==> src/rtl/hazard_control_pkg.sv <==
// Shared hazard-unit defines: forwarding select, hazard FSM states,
// pipeline-control bundle and its canned values. Build option: HAZARD_PERF_EN.
package hazard_control_pkg;

   typedef enum logic [1:0] {
      FW_NONE,
      FW_EX_MEM,
      FW_MEM_WB
   } fw_sel_e;

   typedef enum logic [1:0] {
      RUN,
      MEM_WAIT,
      FAULT
   } hz_state_e;

   typedef struct packed {
      logic pc_write;
      logic if_id_write;
      logic id_ex_write;
      logic ex_mem_write;
      logic if_id_flush;
      logic id_ex_flush;
      logic mem_wb_bubble;
   } hz_ctrl_t;

   localparam hz_ctrl_t CTRL_RUN =
      '{1'b1, 1'b1, 1'b1, 1'b1, 1'b0, 1'b0, 1'b0};
   localparam hz_ctrl_t CTRL_STALL =
      '{1'b0, 1'b0, 1'b0, 1'b0, 1'b0, 1'b0, 1'b1};
   localparam hz_ctrl_t CTRL_BRANCH =
      '{1'b1, 1'b1, 1'b1, 1'b1, 1'b1, 1'b1, 1'b0};
   localparam hz_ctrl_t CTRL_LOAD_USE =
      '{1'b0, 1'b0, 1'b1, 1'b1, 1'b0, 1'b1, 1'b0};

   function automatic logic [31:0] sat_inc(input logic [31:0] v);
      return (v == 32'hFFFF_FFFF) ? v : v + 32'd1;
   endfunction

endpackage

==> src/rtl/hazard_control_if.sv <==
// Pipeline <-> hazard unit bundle. master: pipeline side, slave: hazard unit.
// Perf counter outputs exist only when HAZARD_PERF_EN is defined.
interface hazard_control_if;
   logic [4:0]  rs1_addr_ID;
   logic [4:0]  rs2_addr_ID;
   logic        rs1_used_ID;
   logic        rs2_used_ID;
   logic        MemRead_EX;
   logic        RegWrite_EX;
   logic [4:0]  rd_addr_EX;
   logic        branch_taken_EX;
   logic        dmem_req_MEM;
   logic        dmem_ready_MEM;
   logic        PCWrite;
   logic        IF_ID_Write;
   logic        ID_EX_Write;
   logic        EX_MEM_Write;
   logic        IF_ID_flush;
   logic        ID_EX_flush;
   logic        MEM_WB_bubble;
   logic        mem_timeout;
`ifdef HAZARD_PERF_EN
   logic [31:0] perf_stall_cycles;
   logic [31:0] perf_flushes;
   logic [31:0] perf_load_use;
`endif

   modport master (
      output rs1_addr_ID, rs2_addr_ID, rs1_used_ID, rs2_used_ID,
      output MemRead_EX, RegWrite_EX, rd_addr_EX, branch_taken_EX,
      output dmem_req_MEM, dmem_ready_MEM,
      input  PCWrite, IF_ID_Write, ID_EX_Write, EX_MEM_Write,
      input  IF_ID_flush, ID_EX_flush, MEM_WB_bubble, mem_timeout
`ifdef HAZARD_PERF_EN
      , input perf_stall_cycles, perf_flushes, perf_load_use
`endif
   );

   modport slave (
      input  rs1_addr_ID, rs2_addr_ID, rs1_used_ID, rs2_used_ID,
      input  MemRead_EX, RegWrite_EX, rd_addr_EX, branch_taken_EX,
      input  dmem_req_MEM, dmem_ready_MEM,
      output PCWrite, IF_ID_Write, ID_EX_Write, EX_MEM_Write,
      output IF_ID_flush, ID_EX_flush, MEM_WB_bubble, mem_timeout
`ifdef HAZARD_PERF_EN
      , output perf_stall_cycles, perf_flushes, perf_load_use
`endif
   );
endinterface

==> src/rtl/hazard_control_stall_watchdog.sv <==
// Memory-wait watchdog counter. Ports: clk, rst_n, count (advance by one),
// clear (back to zero), expired (count reached LIMIT; never when LIMIT=0).
module stall_watchdog #(
   parameter int LIMIT = 255,
   parameter int CW    = 8
) (
   input  logic clk,
   input  logic rst_n,
   input  logic count,
   input  logic clear,
   output logic expired
);

   logic [CW-1:0] cnt;

   always_ff @(posedge clk or negedge rst_n) begin
      if (!rst_n)
         cnt <= '0;
      else if (clear)
         cnt <= '0;
      else if (count)
         cnt <= cnt + 1'b1;
   end

   assign expired = (LIMIT > 0) && (cnt == CW'(LIMIT));

endmodule

==> src/rtl/hazard_control.sv <==
// Pipeline hazard unit: load-use stall, branch flush, memory-wait freeze with
// timeout fault. Ports: clk, rst_n, hz (slave). Option: HAZARD_PERF_EN.
import hazard_control_pkg::*;

module hazard_control #(
   parameter int MEM_TIMEOUT = 255
) (
   input  logic             clk,
   input  logic             rst_n,
   hazard_control_if.slave  hz
);

   localparam int CW =
      (MEM_TIMEOUT > 0) ? $clog2(MEM_TIMEOUT + 1) : 1;
   localparam bit WD_ON = (MEM_TIMEOUT > 0);

   hz_state_e state;
   hz_ctrl_t  ctrl;
   logic      load_use;
   logic      mem_stall;
   logic      hold;
   logic      lu_stall;
   logic      wd_count;
   logic      wd_clear;
   logic      wd_expired;

   assign load_use = hz.MemRead_EX && hz.RegWrite_EX &&
                     (hz.rd_addr_EX != 5'd0) &&
                     ((hz.rs1_used_ID &&
                       (hz.rs1_addr_ID == hz.rd_addr_EX)) ||
                      (hz.rs2_used_ID &&
                       (hz.rs2_addr_ID == hz.rd_addr_EX)));

   assign mem_stall = hz.dmem_req_MEM && !hz.dmem_ready_MEM;

   // Counter sits at 0 in RUN, so the entry increment loads 1.
   assign wd_count =
      (state == RUN && mem_stall && WD_ON) ||
      (state == MEM_WAIT && !hz.dmem_ready_MEM && !wd_expired);
   assign wd_clear = (state == MEM_WAIT) && hz.dmem_ready_MEM;

   stall_watchdog #(
      .LIMIT (MEM_TIMEOUT),
      .CW    (CW)
   ) u_wd (
      .clk     (clk),
      .rst_n   (rst_n),
      .count   (wd_count),
      .clear   (wd_clear),
      .expired (wd_expired)
   );

   always_ff @(posedge clk or negedge rst_n) begin
      if (!rst_n) begin
         state <= RUN;
      end else begin
         unique case (state)
            RUN:
               if (mem_stall && WD_ON)
                  state <= MEM_WAIT;
            MEM_WAIT:
               if (hz.dmem_ready_MEM)
                  state <= RUN;
               else if (wd_expired)
                  state <= FAULT;
            FAULT:
               state <= FAULT;
            default:
               state <= RUN;
         endcase
      end
   end

   // While waiting, ready low freezes even if the request drops.
   assign hold = (state == FAULT) ||
                 (state == MEM_WAIT && !hz.dmem_ready_MEM) ||
                 (state == RUN && mem_stall);

   always_comb begin
      ctrl     = CTRL_RUN;
      lu_stall = 1'b0;
      if (rst_n) begin
         if (hold) begin
            ctrl = CTRL_STALL;
         end else if (hz.branch_taken_EX) begin
            ctrl = CTRL_BRANCH;
         end else if (load_use) begin
            ctrl     = CTRL_LOAD_USE;
            lu_stall = 1'b1;
         end
      end
   end

   assign hz.PCWrite       = ctrl.pc_write;
   assign hz.IF_ID_Write   = ctrl.if_id_write;
   assign hz.ID_EX_Write   = ctrl.id_ex_write;
   assign hz.EX_MEM_Write  = ctrl.ex_mem_write;
   assign hz.IF_ID_flush   = ctrl.if_id_flush;
   assign hz.ID_EX_flush   = ctrl.id_ex_flush;
   assign hz.MEM_WB_bubble = ctrl.mem_wb_bubble;
   assign hz.mem_timeout   = (state == FAULT);

`ifdef HAZARD_PERF_EN
   logic [31:0] perf_stall;
   logic [31:0] perf_flush;
   logic [31:0] perf_lu;

   always_ff @(posedge clk or negedge rst_n) begin
      if (!rst_n) begin
         perf_stall <= '0;
         perf_flush <= '0;
         perf_lu    <= '0;
      end else begin
         if (!ctrl.pc_write)
            perf_stall <= sat_inc(perf_stall);
         if (ctrl.if_id_flush)
            perf_flush <= sat_inc(perf_flush);
         if (lu_stall)
            perf_lu <= sat_inc(perf_lu);
      end
   end

   assign hz.perf_stall_cycles = perf_stall;
   assign hz.perf_flushes      = perf_flush;
   assign hz.perf_load_use     = perf_lu;
`endif

endmodule

==> src/flat_wrapper.sv <==
// flat-port wrapper written by rule: the top's interface ports become plain ports
module hazard_control_flat 
#(
   parameter int MEM_TIMEOUT = 255
)
  (clk, rst_n, hz_rs1_addr_ID, hz_rs2_addr_ID, hz_rs1_used_ID, hz_rs2_used_ID, hz_MemRead_EX, hz_RegWrite_EX, hz_rd_addr_EX, hz_branch_taken_EX, hz_dmem_req_MEM, hz_dmem_ready_MEM, hz_PCWrite, hz_IF_ID_Write, hz_ID_EX_Write, hz_EX_MEM_Write, hz_IF_ID_flush, hz_ID_EX_flush, hz_MEM_WB_bubble, hz_mem_timeout);
  hazard_control_if hz_i ();
  input  logic clk;
  input  logic rst_n;
  input wire logic [$bits(hz_i.rs1_addr_ID)-1:0] hz_rs1_addr_ID;
  input wire logic [$bits(hz_i.rs2_addr_ID)-1:0] hz_rs2_addr_ID;
  input wire logic [$bits(hz_i.rs1_used_ID)-1:0] hz_rs1_used_ID;
  input wire logic [$bits(hz_i.rs2_used_ID)-1:0] hz_rs2_used_ID;
  input wire logic [$bits(hz_i.MemRead_EX)-1:0] hz_MemRead_EX;
  input wire logic [$bits(hz_i.RegWrite_EX)-1:0] hz_RegWrite_EX;
  input wire logic [$bits(hz_i.rd_addr_EX)-1:0] hz_rd_addr_EX;
  input wire logic [$bits(hz_i.branch_taken_EX)-1:0] hz_branch_taken_EX;
  input wire logic [$bits(hz_i.dmem_req_MEM)-1:0] hz_dmem_req_MEM;
  input wire logic [$bits(hz_i.dmem_ready_MEM)-1:0] hz_dmem_ready_MEM;
  output wire logic [$bits(hz_i.PCWrite)-1:0] hz_PCWrite;
  output wire logic [$bits(hz_i.IF_ID_Write)-1:0] hz_IF_ID_Write;
  output wire logic [$bits(hz_i.ID_EX_Write)-1:0] hz_ID_EX_Write;
  output wire logic [$bits(hz_i.EX_MEM_Write)-1:0] hz_EX_MEM_Write;
  output wire logic [$bits(hz_i.IF_ID_flush)-1:0] hz_IF_ID_flush;
  output wire logic [$bits(hz_i.ID_EX_flush)-1:0] hz_ID_EX_flush;
  output wire logic [$bits(hz_i.MEM_WB_bubble)-1:0] hz_MEM_WB_bubble;
  output wire logic [$bits(hz_i.mem_timeout)-1:0] hz_mem_timeout;
  assign hz_i.rs1_addr_ID = hz_rs1_addr_ID;
  assign hz_i.rs2_addr_ID = hz_rs2_addr_ID;
  assign hz_i.rs1_used_ID = hz_rs1_used_ID;
  assign hz_i.rs2_used_ID = hz_rs2_used_ID;
  assign hz_i.MemRead_EX = hz_MemRead_EX;
  assign hz_i.RegWrite_EX = hz_RegWrite_EX;
  assign hz_i.rd_addr_EX = hz_rd_addr_EX;
  assign hz_i.branch_taken_EX = hz_branch_taken_EX;
  assign hz_i.dmem_req_MEM = hz_dmem_req_MEM;
  assign hz_i.dmem_ready_MEM = hz_dmem_ready_MEM;
  assign hz_PCWrite = hz_i.PCWrite;
  assign hz_IF_ID_Write = hz_i.IF_ID_Write;
  assign hz_ID_EX_Write = hz_i.ID_EX_Write;
  assign hz_EX_MEM_Write = hz_i.EX_MEM_Write;
  assign hz_IF_ID_flush = hz_i.IF_ID_flush;
  assign hz_ID_EX_flush = hz_i.ID_EX_flush;
  assign hz_MEM_WB_bubble = hz_i.MEM_WB_bubble;
  assign hz_mem_timeout = hz_i.mem_timeout;
  hazard_control #(.MEM_TIMEOUT(MEM_TIMEOUT)) u_core (.clk(clk), .rst_n(rst_n), .hz(hz_i));
endmodule
==> config.mk <==
export PLATFORM = sky130hd
export DESIGN_NAME = hazard_control_flat
export DESIGN_NICKNAME = d
export VERILOG_FILES = /design/src/rtl/hazard_control_pkg.sv /design/src/rtl/hazard_control_if.sv /design/src/rtl/hazard_control_stall_watchdog.sv /design/src/rtl/hazard_control.sv /design/src/flat_wrapper.sv
export SDC_FILE = /design/constraint.sdc
export NUM_CORES = 1
export LEC_CHECK = 0
export CAP_MARGIN = 20
export CORE_UTILIZATION = 40
export DETAILED_ROUTE_END_ITERATION = 16
export GPL_TIMING_DRIVEN = 0
export MAX_ROUTING_LAYER = met4
export PLACE_DENSITY = 0.76
export SLEW_MARGIN = 10
export SYNTH_ARGS = -nofsm -noshare
export SYNTH_HDL_FRONTEND = slang
export SYNTH_SLANG_ARGS = --single-unit
==> constraint.sdc <==
create_clock -name clk -period 2.1 [get_ports clk]
set_input_delay 0.315 -clock clk [delete_from_list [all_inputs] [get_ports clk]]
set_output_delay 0.315 -clock clk [all_outputs]
set_load 0.1 [all_outputs]
Word-level counts from Yosys, hierarchy flattened
Index checks and enable logic that the tools add are counted.
{"block": "word_totals", "mem_bits_ro": 0, "ramBits": 0, "latchBits": 0, "regBits": 10, "elab_cells": 40, "output_inout_bits": 8, "n_memories": 0}
{"block": "op_classes", "div": 0, "n_eq_ne": 7, "muxes": 10, "magnitude_cmp": 0, "reduce_logical": 20, "n_bitwise": 0, "mul": 0, "shift": 0, "addsub": 1}
{"operator": "two-way mux 7 bit", "count": 4}
{"operator": "two-way mux 8 bit", "count": 2}
{"operator": "== test 5 bit", "count": 2}
{"operator": "logical AND 1 bit", "count": 10}
{"operator": "adder 8 x 1 -> 8 bit, second input constant", "count": 1}
{"operator": "== test 8 bit, second input constant", "count": 1}
{"operator": "two-way mux 2 bit", "count": 3}
{"operator": "case mux 2 bit (3 select lines)", "count": 1}
{"operator": "nonzero test 5 bit", "count": 1}
{"operator": "logical OR 1 bit", "count": 4}
{"operator": "inequality test 3 x 2 -> 1 bit, second input constant", "count": 1}
{"operator": "== test 2 x 1 -> 1 bit, second input constant", "count": 1}
{"operator": "== test 2 bit, second input constant", "count": 1}
{"operator": "logical NOT 1 bit", "count": 2}
{"operator": "logical NOT 2 bit", "count": 1}
{"operator": "inequality test 2 x 1 -> 1 bit, second input constant", "count": 1}
{"operator": "AND reduction 2 bit", "count": 1}
{"operator": "nonzero test 2 bit", "count": 1}

Depth between registers and ports, before layout
Gate-level depths: netlist of run 1.
{"block": "logic_depth", "depth_word": 8, "mapped_depth": 6, "mapped_depth_nobuf": 5}

Hierarchy
Synthesis of run 1 repeated with hierarchy kept, for this count alone.
{"block": "hier_totals", "cells_unflattened": 78, "area_unflattened_um2": 716.9}
{"module": "stall_watchdog", "area_each_um2": 396.6, "n_inst": 1, "cells_per_inst": 39}
{"module": "hazard_control", "area_each_um2": 320.3, "n_inst": 1, "cells_per_inst": 39}

Worst setup path after synthesis of run 1
No wires, ideal clock.
{"block": "synth_timing", "path_type": "register to output", "startpoint": "register u_core.state[0]", "endpoint": "output hz_PCWrite", "arrival_time_ns": 4.466, "path_stages_with_launch": 7, "path_slack_ns": -2.681, "required_time_ns": 1.785, "path_cell_list": "dfrtp_1 -> and2b_4 -> a21oi_1 -> nor2b_1 -> inv_1 -> o41a_1 -> buf_4"}
{"element": "start, declared", "line": "hazard_control.sv:17", "text": "hz_state_e state;"}
{"element": "start signal, assigned", "line": "hazard_control.sv:55", "text": "state <= RUN;"}
{"element": "start signal, assigned", "line": "hazard_control.sv:60", "text": "state <= MEM_WAIT;"}
{"element": "start signal, assigned", "line": "hazard_control.sv:63", "text": "state <= RUN;"}
{"element": "== test 2 bit"}
{"element": "net hz_mem_timeout", "line": "flat_wrapper.sv:27", "text": "output wire logic [$bits(hz_i.mem_timeout)-1:0] hz_mem_timeout;"}
{"element": "logical OR 1 bit", "line": "hazard_control.sv:75", "text": "assign hold = (state == FAULT) ||"}
{"element": "logical OR 1 bit", "line": "hazard_control.sv:76", "text": "(state == MEM_WAIT && !hz.dmem_ready_MEM) ||"}
{"element": "two-way mux 7 bit", "line": "hazard_control.sv:83", "text": "if (hold) begin"}
{"element": "two-way mux 7 bit", "line": "hazard_control.sv:82", "text": "if (rst_n) begin"}
{"element": "end, declared", "line": "flat_wrapper.sv:20", "text": "output wire logic [$bits(hz_i.PCWrite)-1:0] hz_PCWrite;"}
The timed path passes the listed nets, and every way through them passes these cells.

Worst setup path after layout of run 1
{"block": "layout_timing", "startpoint": "register u_core.state[0]", "endpoint": "output hz_ID_EX_flush"}
{"block": "layout_between", "elab_chain_len": 6}
{"element": "== test 2 x 1 -> 1 bit", "line": "hazard_control.sv:76"}
{"element": "logical AND 1 bit", "line": "hazard_control.sv:76"}
{"element": "logical OR 1 bit", "line": "hazard_control.sv:75"}
{"element": "logical OR 1 bit (*)", "line": "hazard_control.sv:76"}
{"element": "two-way mux 7 bit (*)", "line": "hazard_control.sv:83"}
{"element": "two-way mux 7 bit (*)", "line": "hazard_control.sv:82"}
{"element": "end, declared", "line": "flat_wrapper.sv:25", "text": "output wire logic [$bits(hz_i.ID_EX_flush)-1:0] hz_ID_EX_flush;"}
Mark *: on every way between the ends. The rest lies on a longest branch, timed or not.

==> run_results.csv, run 1 <==
group,metric,value,unit
die,pin_count,32,
setup_path,crit_required,1.78,ns
timing,timing_hold_violations_final,0,
route,vias,787,
place,dp_hpwl,1.58,mm
synth,synth_top_cell_area_share,0.336,
power_and_ir_drop,cellLeakagePower,0.000539,uW
timing,tightest_slew,0.552,ns
clocking,htree_levels,1,
outcome,violations,"setup timing",
place,gp_congestion,0.772,
synth,avgSynthCellArea,8.67,um^2
synth,synth_nets,111,
clocking,clock_sinks,10,
finish,areaGrowthSynthToFinish,61.1,%
synth,syn_area,746,um^2
finish,multiInputGateArea,537,um^2
timing,slew-limit-headroom,0.634,
global_routing,antenna_found_initial,0,
clocking,cts_tree,"yes",
synth,synth_seq_cells,10,
finish,finalInstanceArea,1200,um^2
finish,final_cells,151,
die,fp.dieH,45.2,um
timing,rsz0062_at_grt,"true",
clocking,cts.clk_slew.worst_paths,0.07,ns
die,fp-row-count,15,
die,die_area,2040,um^2
synth,synthCells,86,
global_routing,grt_pass1_vias,690,
timing,fmax,442,MHz
route,drt_iter0_drc,35,
timing,fin_ws,-0.164,ns
setup_path,cp_max_fo,3,
finish,regArea,250,um^2
run,maxCapViolCount,0,
finish,drive_above_1_share,0.373,
route,post_drt_wl_per_cell,13.8,um
synth,yosys_warnings,0,
clocking,insertion_delay,0.26,ns
finish,fin_nets,152,
route,drc,0,
setup_path,crit_path_end_kind,"output pin",
power_and_ir_drop,power,614,uW
route,ant_nets,0,
setup_path,cp_data_arrival_time,1.95,ns
timing,hold_ws,0.0222,ns
place,dpl_cell_area,1140,um^2
route,viasPerCell,5.21,
setup_path,critical_path_class,"flop to output pin",
finish,antennaDiodeCount,0,
setup_path,cp-start-kind,"flop",
die,die_w,45.2,um
global_routing,grt_pass1_wl,3.04,mm
global_routing,grt-ovfl-total,0,
timing,setup_viol,1,
synth,synth_top_cell_by_area,"dfrtp_1",
route,drt-total-wl,2.08,mm
synth,synth_seq_area_share,0.336,
power_and_ir_drop,peakVddDrop,569,uV
timing,clock_skew,0.00161,ns
global_routing,grt_max_degree,14,
clocking,root_buffer,"clkbuf_4",
min_path,hp-class,"input port to asynchronous set/reset pin",
timing,fin_crit_sh,1.08,
die,core_area,1750,um^2
finish,fillers,140,
timing,slew_violations,0,
timing,period_minus_slack,2.26,ns
power_and_ir_drop,pwr_density_cell,511,nW/um^2
synth,synth_area_leaders,"dfrtp_1, xor2_1, a21oi_1",
place,port_buffers,31,
place,dp.cells,142,
outcome,status,"finished with violations",
die,initial_core_util,0.427,
synth,ys_types,34,
clocking,numCtsBuffers,3,
clocking,cts_max_path_buffers,2,
global_routing,grt_usage,0.215,
route,dr.pass1.iters,4,
==> where the power goes <==
part,switching (uW),internal [uW],leakage [uW],total (uW)
clock network,70.7,105,0.0000210,176
logic,122,93.0,0.000383,215
registers,14.1,209,0.000135,223
total,207,407,0.000539,614
==> per-stage QoR <==
stage,util,setup WS [ns],TNS [ns]
after floorplan,-,-1.03,-3.15
after global placement,0.656,-1.39,-7.26
after detailed placement,0.656,-1.45,-7.35
after CTS,0.677,-0.168,-0.168
after global routing,0.688,-0.188,-0.188
final,0.688,-0.164,-0.164
==> flip-flops by register name (all words and copies together), names as in the netlist <==
name and cells:
u_core.u_wd.cnt 8, u_core.state 2
==> area by class of cell <==
cell class                      instances  area share
Multi-Input combinational cell         70       0.447
Clock buffer                            4      0.0302
Inverter                                3      0.0125
Tap cell                               25      0.0260
Sequential cell                        10       0.208
Buffer                                  2      0.0104
Timing Repair Buffer                   37       0.266
==> cells in the final DEF, fill, tap and decap left out, drive strengths merged, types with 3 or more instances in the layout <==
| master | instances |
|---|---|
| clkbuf | 6 |
| nand3 | 5 |
| nor2 | 5 |
| or4 | 4 |
| clkdlybuf4s50 | 5 |
| dlygate4sd2 | 6 |
| or3 | 3 |
| a21oi | 8 |
| nand2 | 7 |
| buf | 23 |
| o31ai | 3 |
| dfrtp | 10 |
| o21ai | 3 |
| xor2 | 8 |
==> Yosys cell counts <==
library cell	n
o41a_1	1
xnor2_1	2
o21bai_1	1
nor4_1	2
a21o_1	1
and2_0	1
a21oi_1	8
and3_1	2
mux2i_1	2
nor2_4	1
o31ai_1	3
nand3_1	5
or4_1	4
dfrtp_1	10
nand4_1	1
inv_1	3
nor3b_1	1
or2_2	1
xor2_1	8
nor3_1	1
o21ai_0	3
ha_1	1
and2_4	1
or3_1	3
buf_4	2
a31oi_1	1
nor2_1	4
and2b_4	1
or2_4	1
nor4b_1	1
nor2b_1	1
buf_2	1
nand2_1	7
a32oi_1	1
==> final timing paths <==
check                                         from                  to  slack, ns  depth (start not counted)
max in group asynchronous                    rst_n  u_core.u_wd.cnt[6]       1.84                          1
worst min-delay path                         rst_n  u_core.u_wd.cnt[0]       0.02                          1
min in group clk                u_core.u_wd.cnt[2]  u_core.u_wd.cnt[2]       0.51                          1
worst max-delay path               u_core.state[0]      hz_ID_EX_flush      -0.16                          5
worst min register to register  u_core.u_wd.cnt[2]  u_core.u_wd.cnt[2]       0.51                          1
worst max register to register  u_core.u_wd.cnt[0]  u_core.u_wd.cnt[4]       0.39                          6
==> routing by layer <==
metal	track usage	wire length (um)	vias to the layer above
li1	-	-	393
met1	0.265	869	367
met2	0.359	1100	25
met3	0.0520	94	2
met4	0.0364	14	0
met5	-	0	-
==> worst max-delay path: stages (launching register included) <==
cell      delay (ns)
dfrtp_1         0.40
or2_4           0.28
and2_4          0.15
or4_4           0.52
o21bai_4        0.15
buf_12          0.18
==> kinds of logic after synthesis <==
family,after synthesis,share of synthesized area
compound gates,19,0.159
xor+xnor,10,0.117
fa+ha+maj,1,0.0168
buf+inv,6,0.0419
flops,10,0.336
mux,2,0.0268
simple gates,38,0.302
==> what timing repair did <==
item,CTS,global route
buffers inserted,3,3
pin swaps,14,2
hold buffers,0,0
resized for setup,99,7
endpoints found under the setup margin,8,6
No activity file was read; power rests on OpenSTA's default activity.
==> run 2: changes to the inputs <==
--- a/config.mk
+++ b/config.mk
@@ -6,11 +6,11 @@
 export NUM_CORES = 1
 export LEC_CHECK = 0
 export CAP_MARGIN = 20
-export CORE_UTILIZATION = 40
+export CORE_UTILIZATION = 37
 export DETAILED_ROUTE_END_ITERATION = 16
 export GPL_TIMING_DRIVEN = 0
 export MAX_ROUTING_LAYER = met4
-export PLACE_DENSITY = 0.76
+export PLACE_DENSITY = 0.74
 export SLEW_MARGIN = 10
 export SYNTH_ARGS = -nofsm -noshare
 export SYNTH_HDL_FRONTEND = slang
==> constraint.sdc (replaced) <==
create_clock -name clk -period 1.84 [get_ports clk]
set_input_delay 0.276 -clock clk [delete_from_list [all_inputs] [get_ports clk]]
set_output_delay 0.276 -clock clk [all_outputs]
set_load 0.1 [all_outputs]
==> run 2 against run 1 <==
First-iteration DRC count shrank 14%. Highest routed layer unchanged. Clock skew grew 0.0052 ns. The flow finishes with violations (hold timing, setup timing). Global-route usage grew 2.5 points. Clock-buffer cell count is the same.
==> run_results.csv, run 2 (synthesis results as in run 1) <==
group,metric,value,unit
outcome,status,"finished with violations",
outcome,violations,"hold timing, setup timing",
finish,regArea,251,um^2
global_routing,grt_pass1_vias,807,
run,maxCapViolCount,0,
clocking,cts_tree,"yes",
route,drt_iter0_drc,30,
route,dr.pass1.iters,5,
die,fp.dieH,46.9,um
setup_path,reg2regPathDepth,6,
die,die_area,2200,um^2
setup_path,reg2reg_to,"u_core.u_wd.cnt[4]",
finish,final_cell_mix,"dfrtp_1, buf_12, clkdlybuf4s50_1, buf_4",
setup_path,crit_path_max_incr_delay,0.52,ns
setup_path,cp_max_fo,2,
timing,tightest_slew,0.495,ns
min_path,hp-class,"input port to asynchronous set/reset pin",
place,dp_hpwl,1.60,mm
clocking,cts_hold_buf,0,
route,drc,0,
finish,final_cells,155,
timing,slew-limit-headroom,0.672,
timing,fin_ws,-0.411,ns
clocking,cts.clk_slew.worst_paths,0.07,ns
setup_path,cp_top_family,"simple AND/OR/NAND/NOR gates",
global_routing,grt_usage,0.239,
die,pin_count,32,
timing,fin_crit_sh,1.22,
finish,fin_util,0.742,
power_and_ir_drop,pwr_density_cell,552,nW/um^2
setup_path,critical_path_class,"input port to output pin",
clocking,cts_max_path_buffers,2,
global_routing,grt_max_degree,14,
route,ant_nets,0,
global_routing,grt-ovfl-total,0,
place,dp_slack,-1.61,ns
die,core_area,1800,um^2
finish,final_common_cell,"dfrtp_1",
finish,antennaDiodeCount,0,
setup_path,path_buf_inv,2,
global_routing,grt_pass1_wl,3.46,mm
route,drt-total-wl,2.48,mm
finish,top_register,"u_core.u_wd.cnt",
timing,clock_skew,0.00683,ns
global_routing,antenna_found_initial,0,
clocking,insertion_delay,0.27,ns
place,port_buffers,31,
route,vias,879,
timing,period_minus_slack,2.25,ns
power_and_ir_drop,cellLeakagePower,0.000583,uW
clocking,htree_levels,1,
finish,areaGrowthSynthToFinish,79.4,%
setup_path,cp_data_arrival_time,1.98,ns
timing,slew_violations,0,
clocking,numCtsBuffers,3,
finish,multiInputGateArea,551,um^2
place,gp_congestion,0.763,
clocking,clock_sinks,10,
setup_path,crit_chain,"clkdlybuf4s50_1, or2_4, and2_4, or4_4, o21bai_4, buf_12",
finish,fin_nets,156,
timing,hold_ws,-0.113,ns
route,post_drt_wl_per_cell,16.0,um
setup_path,slowest_stage,"or4_4",
setup_path,worst-r2r-setup-slack,0.15,ns
finish,largest_reg_flops,8,
finish,drive_above_1_share,0.392,
setup_path,cp-start-kind,"input port",
power_and_ir_drop,peakVddDrop,556,uV
die,fp-row-count,15,
finish,fillers,143,
die,die_w,46.9,um
place,dp.cells,142,
timing,rsz0062_at_grt,"true",
timing,timing_hold_violations_final,10,
setup_path,crit_path_end_kind,"output pin",
power_and_ir_drop,power,739,uW
timing,setup_viol,7,
die,initial_core_util,0.414,
finish,reg_top3,"u_core.u_wd.cnt (8), u_core.state (2)",
setup_path,worstSetupStartpoint,"hz_dmem_req_MEM",
setup_path,crit_required,1.56,ns
setup_path,r2r-start,"u_core.u_wd.cnt[0]",
clocking,root_buffer,"clkbuf_4",
route,viasPerCell,5.67,
timing,fmax,444,MHz
==> run 2: repair_timing <==
| item | 4_1_cts | 5_1_grt |
|---|---|---|
| buffers inserted | 3 | 7 |
| pin swaps | 7 | 4 |
| endpoints found under the setup margin | 8 | 7 |
| hold endpoints to repair | 0 | 10 |
| resized for setup | 101 | 18 |
==> run 2: layer usage <==
metal,routed length [um],track usage,vias up
met4,47,0.0514,0
li1,-,-,404
met1,896,0.261,408
met3,283,0.0846,13
met5,0,-,-
met2,1250,0.417,54
==> run 2: where the power goes <==
part | internal [uW] | switching (uW)
Clock | 120 | 80.9
Sequential | 239 | 17.0
Combinational | 134 | 148
==> run 2: through the flow <==
stage               instance area [um^2]  TNS, ns  hold WS, ns
floorplan                            803    -4.26      -0.0196
global placement                    1140    -8.92        0.481
detailed placement                  1140    -9.03        0.497
CTS                                 1250   -0.914       0.0699
global route                        1340    -1.84       -0.108
finish                              1340    -1.58       -0.113
==> run 2: layout make-up <==
class	instances	area share
Buffer	2	0.0187
Clock buffer	4	0.0271
Multi-Input combinational cell	70	0.412
Sequential cell	10	0.188
Tap cell	25	0.0234
Timing Repair Buffer	41	0.320
Inverter	3	0.0112
==> run 2: worst max path at each step <==
| stage | slack [ns] | cells past startpoint | to |
|---|---|---|---|
| floorplan | -1.25 | 6 | hz_PCWrite |
| global placement | -1.59 | 5 | hz_ID_EX_flush |
| detailed placement | -1.61 | 7 | hz_PCWrite |
| CTS | -0.41 | 5 | hz_ID_EX_flush |
| global route | -0.44 | 6 | hz_ID_EX_flush |
| finish | -0.41 | 6 | hz_ID_EX_flush |
